## config.mk

```make
export PLATFORM = sky130hd
export DESIGN_NAME = decim_capture_ctrl_flat
export DESIGN_NICKNAME = d
export VERILOG_FILES = /design/src/rtl/decim_capture_ctrl_pkg.sv /design/src/rtl/decim_capture_ctrl_if.sv /design/src/rtl/decim_capture_ctrl_axis_out_reg.sv /design/src/rtl/decim_capture_ctrl.sv /design/src/flat_wrapper.sv
export SDC_FILE = /design/constraint.sdc
export NUM_CORES = 1
export LEC_CHECK = 0
export CAP_MARGIN = 20
export CORE_ASPECT_RATIO = 1.75
export CORE_MARGIN = 5
export CORE_UTILIZATION = 40
export DETAILED_ROUTE_END_ITERATION = 6
export GPL_TIMING_DRIVEN = 0
export PLACE_DENSITY = 0.64
export SLEW_MARGIN = 20
export SYNTH_ARGS = -nofsm -noshare
export SYNTH_HDL_FRONTEND = slang
export SYNTH_SLANG_ARGS = --single-unit
```

## constraint.sdc

```tcl
create_clock -name clk -period 6.6 [get_ports clk]
set_clock_uncertainty 0.2 [all_clocks]
set_input_delay 0.99 -clock clk [delete_from_list [all_inputs] [get_ports clk]]
set_output_delay 0.99 -clock clk [all_outputs]
set_load 0.01 [all_outputs]
```

## src/rtl/decim_capture_ctrl_pkg.sv

```systemverilog
// Shared definitions for the decimator capture controller.
// Holds the capture FSM state encoding and the default field widths
// used by the interface, the output register and the top level.
package decim_capture_ctrl_pkg;

   localparam int DATA_WIDTH_DEF = 16;
   localparam int LEN_WIDTH_DEF  = 16;

   typedef enum logic [1:0] {
      ST_IDLE  = 2'd0,
      ST_ARM   = 2'd1,
      ST_RUN   = 2'd2,
      ST_DRAIN = 2'd3
   } state_t;

endpackage

```

## src/rtl/decim_capture_ctrl_if.sv

```systemverilog
// AXI-Stream sample port of the capture controller (DMA-facing side).
// Signals: tdata (sample), tvalid, tlast (last sample of frame), tready.
// master: the capture controller; slave: the downstream consumer.
interface decim_capture_ctrl_if
   import decim_capture_ctrl_pkg::*;
   #(parameter int DATA_WIDTH = DATA_WIDTH_DEF);

   logic [DATA_WIDTH-1:0] tdata;
   logic                  tvalid;
   logic                  tlast;
   logic                  tready;

   modport master (output tdata, output tvalid, output tlast, input tready);
   modport slave  (input tdata, input tvalid, input tlast, output tready);

endinterface

```

## src/rtl/decim_capture_ctrl_axis_out_reg.sv

```systemverilog
// One-entry AXI-Stream output register with drop / overflow detection.
// Ports:
//   clk, rst       clock, synchronous active-high reset
//   i_load         a new sample is offered this cycle
//   i_data/i_last  sample value and its end-of-frame marker
//   i_force_last   mark the held sample as end-of-frame (capture abort)
//   i_clr_ovf      clear the sticky overflow flag (capture start)
//   o_accept       the offered sample is taken this cycle
//   o_overflow     sticky: a sample was offered while the register was stuck
//   m_axis         AXI-Stream master side
module decim_capture_ctrl_axis_out_reg
   import decim_capture_ctrl_pkg::*;
   #(parameter int DATA_WIDTH = DATA_WIDTH_DEF)
   (
      input  logic                  clk,
      input  logic                  rst,
      input  logic                  i_load,
      input  logic [DATA_WIDTH-1:0] i_data,
      input  logic                  i_last,
      input  logic                  i_force_last,
      input  logic                  i_clr_ovf,
      output logic                  o_accept,
      output logic                  o_overflow,
      decim_capture_ctrl_if.master  m_axis
   );

   logic [DATA_WIDTH-1:0] r_tdata;
   logic                  r_tvalid;
   logic                  r_tlast;
   logic                  r_overflow;
   logic                  w_xfer;
   logic                  w_drop;

   // A held sample leaving on this edge frees the slot, so a same-cycle
   // arrival refills it without a bubble.
   assign w_xfer   = r_tvalid & m_axis.tready;
   assign o_accept = i_load & (~r_tvalid | m_axis.tready);
   assign w_drop   = i_load & r_tvalid & ~m_axis.tready;

   // Output holding register and sticky overflow flag.
   always_ff @(posedge clk) begin
      if (rst) begin
         r_tdata    <= {DATA_WIDTH{1'b0}};
         r_tvalid   <= 1'b0;
         r_tlast    <= 1'b0;
         r_overflow <= 1'b0;
      end else begin
         if (o_accept) begin
            r_tdata  <= i_data;
            r_tvalid <= 1'b1;
            r_tlast  <= i_last;
         end else if (w_xfer) begin
            r_tvalid <= 1'b0;
            r_tlast  <= 1'b0;
         end else if (i_force_last && r_tvalid) begin
            // only tlast may change on a stalled beat: the abort closes the frame
            r_tlast <= 1'b1;
         end
         if (i_clr_ovf) begin
            r_overflow <= 1'b0;
         end else if (w_drop) begin
            r_overflow <= 1'b1;
         end
      end
   end

   assign m_axis.tdata  = r_tdata;
   assign m_axis.tvalid = r_tvalid;
   assign m_axis.tlast  = r_tlast;
   assign o_overflow    = r_overflow;

endmodule

```

## src/rtl/decim_capture_ctrl.sv

```systemverilog
// Capture sequencer between the register bank / trigger logic and the
// decimator. Latches the capture configuration on start, optionally waits
// for a trigger, enables the decimator and packs its samples into
// fixed-length AXI-Stream frames through a one-entry output register.
// Ports:
//   clk, rst                      clock, synchronous active-high reset
//   i_cfg_decim/frame_len/num_frames/use_trig   capture configuration
//   i_start, i_abort, i_trig      control pulses / trigger level
//   o_dec_enable, o_dec_ratio     decimator ready and ratio (shadowed)
//   i_dec_valid, i_dec_data       decimator output sample
//   m_axis                        AXI-Stream sample output
//   o_busy, o_done, o_overflow, o_frames_done   status
module decim_capture_ctrl
   import decim_capture_ctrl_pkg::*;
   #(
      parameter int DATA_WIDTH = DATA_WIDTH_DEF,
      parameter int LEN_WIDTH  = LEN_WIDTH_DEF
   )
   (
      input  logic                  clk,
      input  logic                  rst,
      input  logic [DATA_WIDTH-1:0] i_cfg_decim,
      input  logic [LEN_WIDTH-1:0]  i_cfg_frame_len,
      input  logic [LEN_WIDTH-1:0]  i_cfg_num_frames,
      input  logic                  i_cfg_use_trig,
      input  logic                  i_start,
      input  logic                  i_abort,
      input  logic                  i_trig,
      output logic                  o_dec_enable,
      output logic [DATA_WIDTH-1:0] o_dec_ratio,
      input  logic                  i_dec_valid,
      input  logic [DATA_WIDTH-1:0] i_dec_data,
      decim_capture_ctrl_if.master  m_axis,
      output logic                  o_busy,
      output logic                  o_done,
      output logic                  o_overflow,
      output logic [LEN_WIDTH-1:0]  o_frames_done
   );

   state_t                r_state;
   logic [DATA_WIDTH-1:0] r_dec_ratio;
   logic [LEN_WIDTH-1:0]  r_frame_len;
   logic [LEN_WIDTH-1:0]  r_num_frames;
   logic [LEN_WIDTH-1:0]  r_scnt;
   logic [LEN_WIDTH-1:0]  r_frames_done;
   logic                  r_dec_enable;
   logic                  r_busy;
   logic                  r_done;

   logic w_start;
   logic w_abort;
   logic w_load;
   logic w_accept;
   logic w_frame_end;
   logic w_last_frame;

   assign w_start      = (r_state == ST_IDLE) && i_start;
   assign w_abort      = (r_state != ST_IDLE) && i_abort;
   // an abort cycle takes no new sample; only the held one is finished off
   assign w_load       = (r_state == ST_RUN) && i_dec_valid && !i_abort;
   assign w_frame_end  = (r_scnt == r_frame_len);
   assign w_last_frame = (r_num_frames != {LEN_WIDTH{1'b0}}) &&
                         ((r_frames_done + LEN_WIDTH'(1'b1)) == r_num_frames);

   decim_capture_ctrl_axis_out_reg #(.DATA_WIDTH(DATA_WIDTH)) u_out_reg (
      .clk          (clk),
      .rst          (rst),
      .i_load       (w_load),
      .i_data       (i_dec_data),
      .i_last       (w_frame_end),
      .i_force_last (w_abort),
      .i_clr_ovf    (w_start),
      .o_accept     (w_accept),
      .o_overflow   (o_overflow),
      .m_axis       (m_axis)
   );

   // Capture FSM with its registered status outputs.
   always_ff @(posedge clk) begin
      if (rst) begin
         r_state       <= ST_IDLE;
         r_dec_ratio   <= {DATA_WIDTH{1'b0}};
         r_frame_len   <= {LEN_WIDTH{1'b0}};
         r_num_frames  <= {LEN_WIDTH{1'b0}};
         r_scnt        <= {LEN_WIDTH{1'b0}};
         r_frames_done <= {LEN_WIDTH{1'b0}};
         r_dec_enable  <= 1'b0;
         r_busy        <= 1'b0;
         r_done        <= 1'b0;
      end else begin
         r_done <= 1'b0;
         case (r_state)
            ST_IDLE: begin
               if (i_start) begin
                  r_dec_ratio   <= i_cfg_decim;
                  r_frame_len   <= i_cfg_frame_len;
                  r_num_frames  <= i_cfg_num_frames;
                  r_scnt        <= {LEN_WIDTH{1'b0}};
                  r_frames_done <= {LEN_WIDTH{1'b0}};
                  r_busy        <= 1'b1;
                  if (i_cfg_use_trig) begin
                     r_state      <= ST_ARM;
                     r_dec_enable <= 1'b0;
                  end else begin
                     r_state      <= ST_RUN;
                     r_dec_enable <= 1'b1;
                  end
               end
            end
            ST_ARM: begin
               if (i_abort) begin
                  r_state <= ST_DRAIN;
               end else if (i_trig) begin
                  r_state      <= ST_RUN;
                  r_dec_enable <= 1'b1;
               end
            end
            ST_RUN: begin
               if (i_abort) begin
                  r_state      <= ST_DRAIN;
                  r_dec_enable <= 1'b0;
               end else if (w_accept) begin
                  if (w_frame_end) begin
                     r_scnt        <= {LEN_WIDTH{1'b0}};
                     r_frames_done <= r_frames_done + LEN_WIDTH'(1'b1);
                     if (w_last_frame) begin
                        r_state      <= ST_DRAIN;
                        r_dec_enable <= 1'b0;
                     end
                  end else begin
                     r_scnt <= r_scnt + LEN_WIDTH'(1'b1);
                  end
               end
            end
            ST_DRAIN: begin
               // the held beat leaves on this edge or the register is already empty
               if (!m_axis.tvalid || m_axis.tready) begin
                  r_state <= ST_IDLE;
                  r_busy  <= 1'b0;
                  r_done  <= 1'b1;
               end
            end
            default: begin
               r_state      <= ST_IDLE;
               r_dec_enable <= 1'b0;
               r_busy       <= 1'b0;
            end
         endcase
      end
   end

   assign o_dec_enable  = r_dec_enable;
   assign o_dec_ratio   = r_dec_ratio;
   assign o_busy        = r_busy;
   assign o_done        = r_done;
   assign o_frames_done = r_frames_done;

endmodule
```

## src/flat_wrapper.sv

```systemverilog
// flat-port wrapper written by rule: the top's interface ports become plain ports
module decim_capture_ctrl_flat import decim_capture_ctrl_pkg::*;
#(
      parameter int DATA_WIDTH = DATA_WIDTH_DEF,
      parameter int LEN_WIDTH  = LEN_WIDTH_DEF
   )
  (clk, rst, i_cfg_decim, i_cfg_frame_len, i_cfg_num_frames, i_cfg_use_trig, i_start, i_abort, i_trig, o_dec_enable, o_dec_ratio, i_dec_valid, i_dec_data, o_busy, o_done, o_overflow, o_frames_done, m_axis_tdata, m_axis_tvalid, m_axis_tlast, m_axis_tready);
  decim_capture_ctrl_if #(.DATA_WIDTH(DATA_WIDTH)) m_axis_i ();
  input  logic clk;
  input  logic rst;
  input  logic [DATA_WIDTH-1:0] i_cfg_decim;
  input  logic [LEN_WIDTH-1:0] i_cfg_frame_len;
  input  logic [LEN_WIDTH-1:0] i_cfg_num_frames;
  input  logic i_cfg_use_trig;
  input  logic i_start;
  input  logic i_abort;
  input  logic i_trig;
  output logic o_dec_enable;
  output logic [DATA_WIDTH-1:0] o_dec_ratio;
  input  logic i_dec_valid;
  input  logic [DATA_WIDTH-1:0] i_dec_data;
  output logic o_busy;
  output logic o_done;
  output logic o_overflow;
  output logic [LEN_WIDTH-1:0] o_frames_done;
  output wire logic [$bits(m_axis_i.tdata)-1:0] m_axis_tdata;
  output wire logic [$bits(m_axis_i.tvalid)-1:0] m_axis_tvalid;
  output wire logic [$bits(m_axis_i.tlast)-1:0] m_axis_tlast;
  input wire logic [$bits(m_axis_i.tready)-1:0] m_axis_tready;
  assign m_axis_tdata = m_axis_i.tdata;
  assign m_axis_tvalid = m_axis_i.tvalid;
  assign m_axis_tlast = m_axis_i.tlast;
  assign m_axis_i.tready = m_axis_tready;
  decim_capture_ctrl #(.DATA_WIDTH(DATA_WIDTH), .LEN_WIDTH(LEN_WIDTH)) u_core (.clk(clk), .rst(rst), .i_cfg_decim(i_cfg_decim), .i_cfg_frame_len(i_cfg_frame_len), .i_cfg_num_frames(i_cfg_num_frames), .i_cfg_use_trig(i_cfg_use_trig), .i_start(i_start), .i_abort(i_abort), .i_trig(i_trig), .o_dec_enable(o_dec_enable), .o_dec_ratio(o_dec_ratio), .i_dec_valid(i_dec_valid), .i_dec_data(i_dec_data), .m_axis(m_axis_i), .o_busy(o_busy), .o_done(o_done), .o_overflow(o_overflow), .o_frames_done(o_frames_done));
endmodule
```

==> impl_metrics.tcl <==
set metrics [dict create \
    synth_edf_count 0 \
    cts_root_buffer "clkbuf_16" \
    synthesized_area_fraction_occupied_by_ao_oa_aoi_and_oai_cells_pct 14.64 \
    timing_max_transition_violations_final 0 \
    clk-insertion-delay-late_ns 0.35 \
    via_count 4930 \
    post_synth_xor_area_fraction_pct 8.335 \
    final_layout_size_suffix_gt1_share_pct 5.371 \
    floorplan.rows 53 \
    post-cts-setup-buffers 0 \
    tritoncts "yes" \
    grt_start_max_net_pins 20 \
    preCtsSetupSlack_ns 2.235 \
    ctsHoldBuffers 0 \
    synth-seq-area-share_pct 42.16 \
    worstPathBufferInverterCount 3 \
    final_net_count 856 \
    number_of_primary_i_o_pins 126 \
    cts.sinks 104 \
    routed_wire_length_per_instance_um 16.34 \
    tritoncts.num_buffers 9 \
    critPathTopFamily "buffers and inverters" \
    power-per-cell-area_mw_per_mm2 301.2 \
    cp-end-kind "flip-flop" \
    crit_arrival_ns 4.06 \
    worstPathRequired_ns 6.62 \
    syn-mean-instance-area_sq_um 7.704 \
    grt_setup_unrepaired "false" \
    setup_slack_ns 2.560 \
    detailedPlacementHpwl_mm 12.11 \
    synth_top_family_by_area "simple AND/OR/NAND/NOR gates" \
    chipHeight_um 157.0 \
    fmaxAchievable_mhz 247.5 \
    synth-adder-area-share_pct 1.773 \
    antenna_violations_before_repair 0 \
    final_hold_viol_count 0 \
    outcome "finished clean" \
    post_drt_via_cell_ratio 5.206 \
    core_outline_area_sq_mm 0.01207 \
    most_common_library_cells_after_synthesis "nand2_1, dfxtp_1, a21oi_1, nor2_1, xor2_1" \
    globalRouteTotalUtil_pct 21.15 \
    synth-warning-count 0 \
    grt.overflow.total 0 \
    grt_pass1_vias 4906 \
    fin_setup_tns_ns 0 \
    yosysTopAreaCellShare_pct 42.16 \
    syn-instance-count 641 \
    cts-root-to-sink-buffers 2 \
    antenna_cells_inserted 0 \
    design.die.area_sq_mm 0.01476 \
    ys_ff_latch 104 \
    worstMarginPinSlew_ns 0.7879 \
    count_of_routing_violations_after_the_opening_detailed_route_iteration 220 \
    initial_core_util_pct 40.92 \
    total_area_of_multi_input_combinational_cells_sq_mm 0.002659 \
    timing_worst_setup_path_type "input pin to flip-flop" \
    clkTransAtPathRegs_ns 0.08 \
    largest_cells_by_area_after_synthesis "dfxtp_1, nand2_1, a21oi_1, xor2_1, xnor2_1" \
    main_flop_type_after_synthesis "dfxtp_1" \
    synth_area_sq_mm 0.004938 \
    dieWidth_um 94.00 \
    yosysTopAreaCell "dfxtp_1" \
    port_buffers 125 \
    final.period_utilization_pct 61.21 \
    timing.critical_path.fanout_max 10 \
    dr.pass1.iters 5 \
    max-cap-violations 0 \
    synthSimpleGateAreaFrac_pct 28.43 \
    post_cts.resized_instances 0 \
    start_kind "input pin" \
    route.antenna.remaining_nets 0 \
    critical_path.slowest_cell "nor2_1" \
    postRouteWirelength_mm 15.47 \
    nFillCells 1215 \
    post_route_minimum_period_ns 4.040 \
    synthToLayoutAreaGrowth_pct 35.37 \
    synthArstFlopShare_pct 0 \
    drc 0 \
    ys_types 53 \
    p_leak_nw 2.414 \
    crit_path_max_incr_delay_ns 0.61 \
    timing.max_slew.rel_slack_pct 47.28 \
    worst_ir_drop_vdd_v 0.0001300 \
    htreeDepth 3 \
    area.sequential_sq_mm 0.002082 \
    worst_path_cell_trace "clkdlybuf4s50_1 > nand3b_1 > nor2_1 > o21ai_1 > a21oi_1 > clkbuf_1 > or2_2 > clkbuf_1 > nor2_1" \
    gp_congestion 0.9158 \
    grt_first_pass_wirelength_mm 24.24 \
    synth_fp_nets 720 \
    holdCritPathClass "flip-flop to flip-flop" \
    finalSetupViolCount 0 \
    synthMostInstantiatedCell "nand2_1" \
    yosys-mux-area-fraction_pct 0.6587 \
]
[metrics by stage]
| step | util [%] | area (sq um) | instances | hold WS (ns) | power, mW |
|---|---|---|---|---|---|
| finish | 55.39 | 6685 | 947 | 0.2544 | 2.014 |
| global route | 55.39 | 6685 | 947 | 0.2781 | 2.135 |
| CTS | 55.39 | 6685 | 947 | 0.2571 | 2.032 |
| detailed placement | 53.00 | 6396 | 931 | 0.2464 | 1.500 |
| global placement | 53.00 | 6396 | 931 | 0.2415 | 1.484 |
| floorplan | - | 4938 | 641 | 0.2478 | 1.226 |
[cells by family (layout without fill, tap and decap cells)]
group / count (synthesis) / after routing
xor+xnor: 47 / 47
buf+inv: 48 / 189
fa+ha+maj: 7 / 7
flops: 104 / 104
simple gates: 305 / 305
mux: 3 / 3
compound gates: 127 / 127
[flip-flops by register name (all words and copies together) (netlist names)]
| signal | flops |
|---|---|
| u_core.o_frames_done | 16 |
| u_core.u_out_reg.o_overflow | 1 |
| u_core.r_scnt | 16 |
| u_core.o_dec_enable | 1 |
| u_core.r_frame_len | 16 |
| u_core.u_out_reg.m_axis.tlast | 1 |
| u_core.o_done | 1 |
| u_core.o_dec_ratio | 16 |
| u_core.r_state | 2 |
| u_core.u_out_reg.m_axis.tvalid | 1 |
| u_core.u_out_reg.m_axis.tdata | 16 |
| u_core.o_busy | 1 |
| u_core.r_num_frames | 16 |
[worst paths after layout]
path | startpoint | to | slack, ns | depth (start not counted)
min reg2reg | u_core.u_out_reg.m_axis.tdata[11]$_SDFFE_PP0P_ | u_core.u_out_reg.m_axis.tdata[11]$_SDFFE_PP0P_ | 0.25 | 2
max reg2reg | u_core.r_state[1]$_SDFFE_PP0P_ | u_core.r_scnt[3]$_SDFFE_PP0P_ | 3.18 | 9
max | i_abort | u_core.r_scnt[3]$_SDFFE_PP0P_ | 2.56 | 9
min | u_core.u_out_reg.m_axis.tdata[11]$_SDFFE_PP0P_ | u_core.u_out_reg.m_axis.tdata[11]$_SDFFE_PP0P_ | 0.25 | 2
[routing by layer]
layer	wire (um)	share of wire, %	up-vias	global-route usage, %
li1	-	-	2446	-
met1	5575	36	2321	21.22
met2	8925	58	137	41.41
met3	559	3.6	26	3.922
met4	411	2.7	0	8.815
met5	0	0	-	0
[cells in the final DEF, fill, tap and decap left out, types with 3 or more instances in the layout]
| cell type | n |
|---|---|
| clkbuf_1 | 28 |
| nor3_1 | 9 |
| a22oi_1 | 5 |
| inv_6 | 3 |
| nor2b_1 | 4 |
| o21ai_0 | 9 |
| a21oi_1 | 93 |
| nor4_1 | 13 |
| nand3_1 | 14 |
| xor2_1 | 30 |
| dfxtp_1 | 104 |
| clkdlybuf4s50_1 | 125 |
| nand4b_1 | 3 |
| inv_1 | 8 |
| xnor2_1 | 17 |
| nand2b_1 | 5 |
| clkbuf_16 | 9 |
| or3_1 | 10 |
| nand3b_1 | 3 |
| nand4_1 | 7 |
| nor2_1 | 38 |
| ha_1 | 7 |
| nand2_1 | 177 |
| buf_2 | 7 |
| and3_1 | 6 |
| or2_2 | 3 |
[worst register-to-register path, delay by kind of cell (launching register included)]
kind | cells | cell delay [ns]
buffers and inverters | 2 | 0.75
and+or+nand+nor | 4 | 1.04
AOI/OAI and AO/OA | 2 | 0.60
DFF | 1 | 0.44
adders and majority gates | 1 | 0.26
[report_power, final]
part / leakage, nW / internal (mW) / switching, mW
combinational: 1.42 / 0.281 / 0.438
sequential: 0.846 / 0.703 / 0.0689
clock: 0.145 / 0.265 / 0.258
total: 2.41 / 1.25 / 0.765
[cell type report]
type                       count  area share, %
buffer                        40          2.508
clock buffer                   9          3.369
multi-input combinational    489          39.77
inverter                       8         0.4492
tap                          165          3.088
sequential                   104          31.14
timing repair buffer         125          18.72
clock inverter                 7         0.9545
Note: power is estimated with default switching activity, not from simulation.
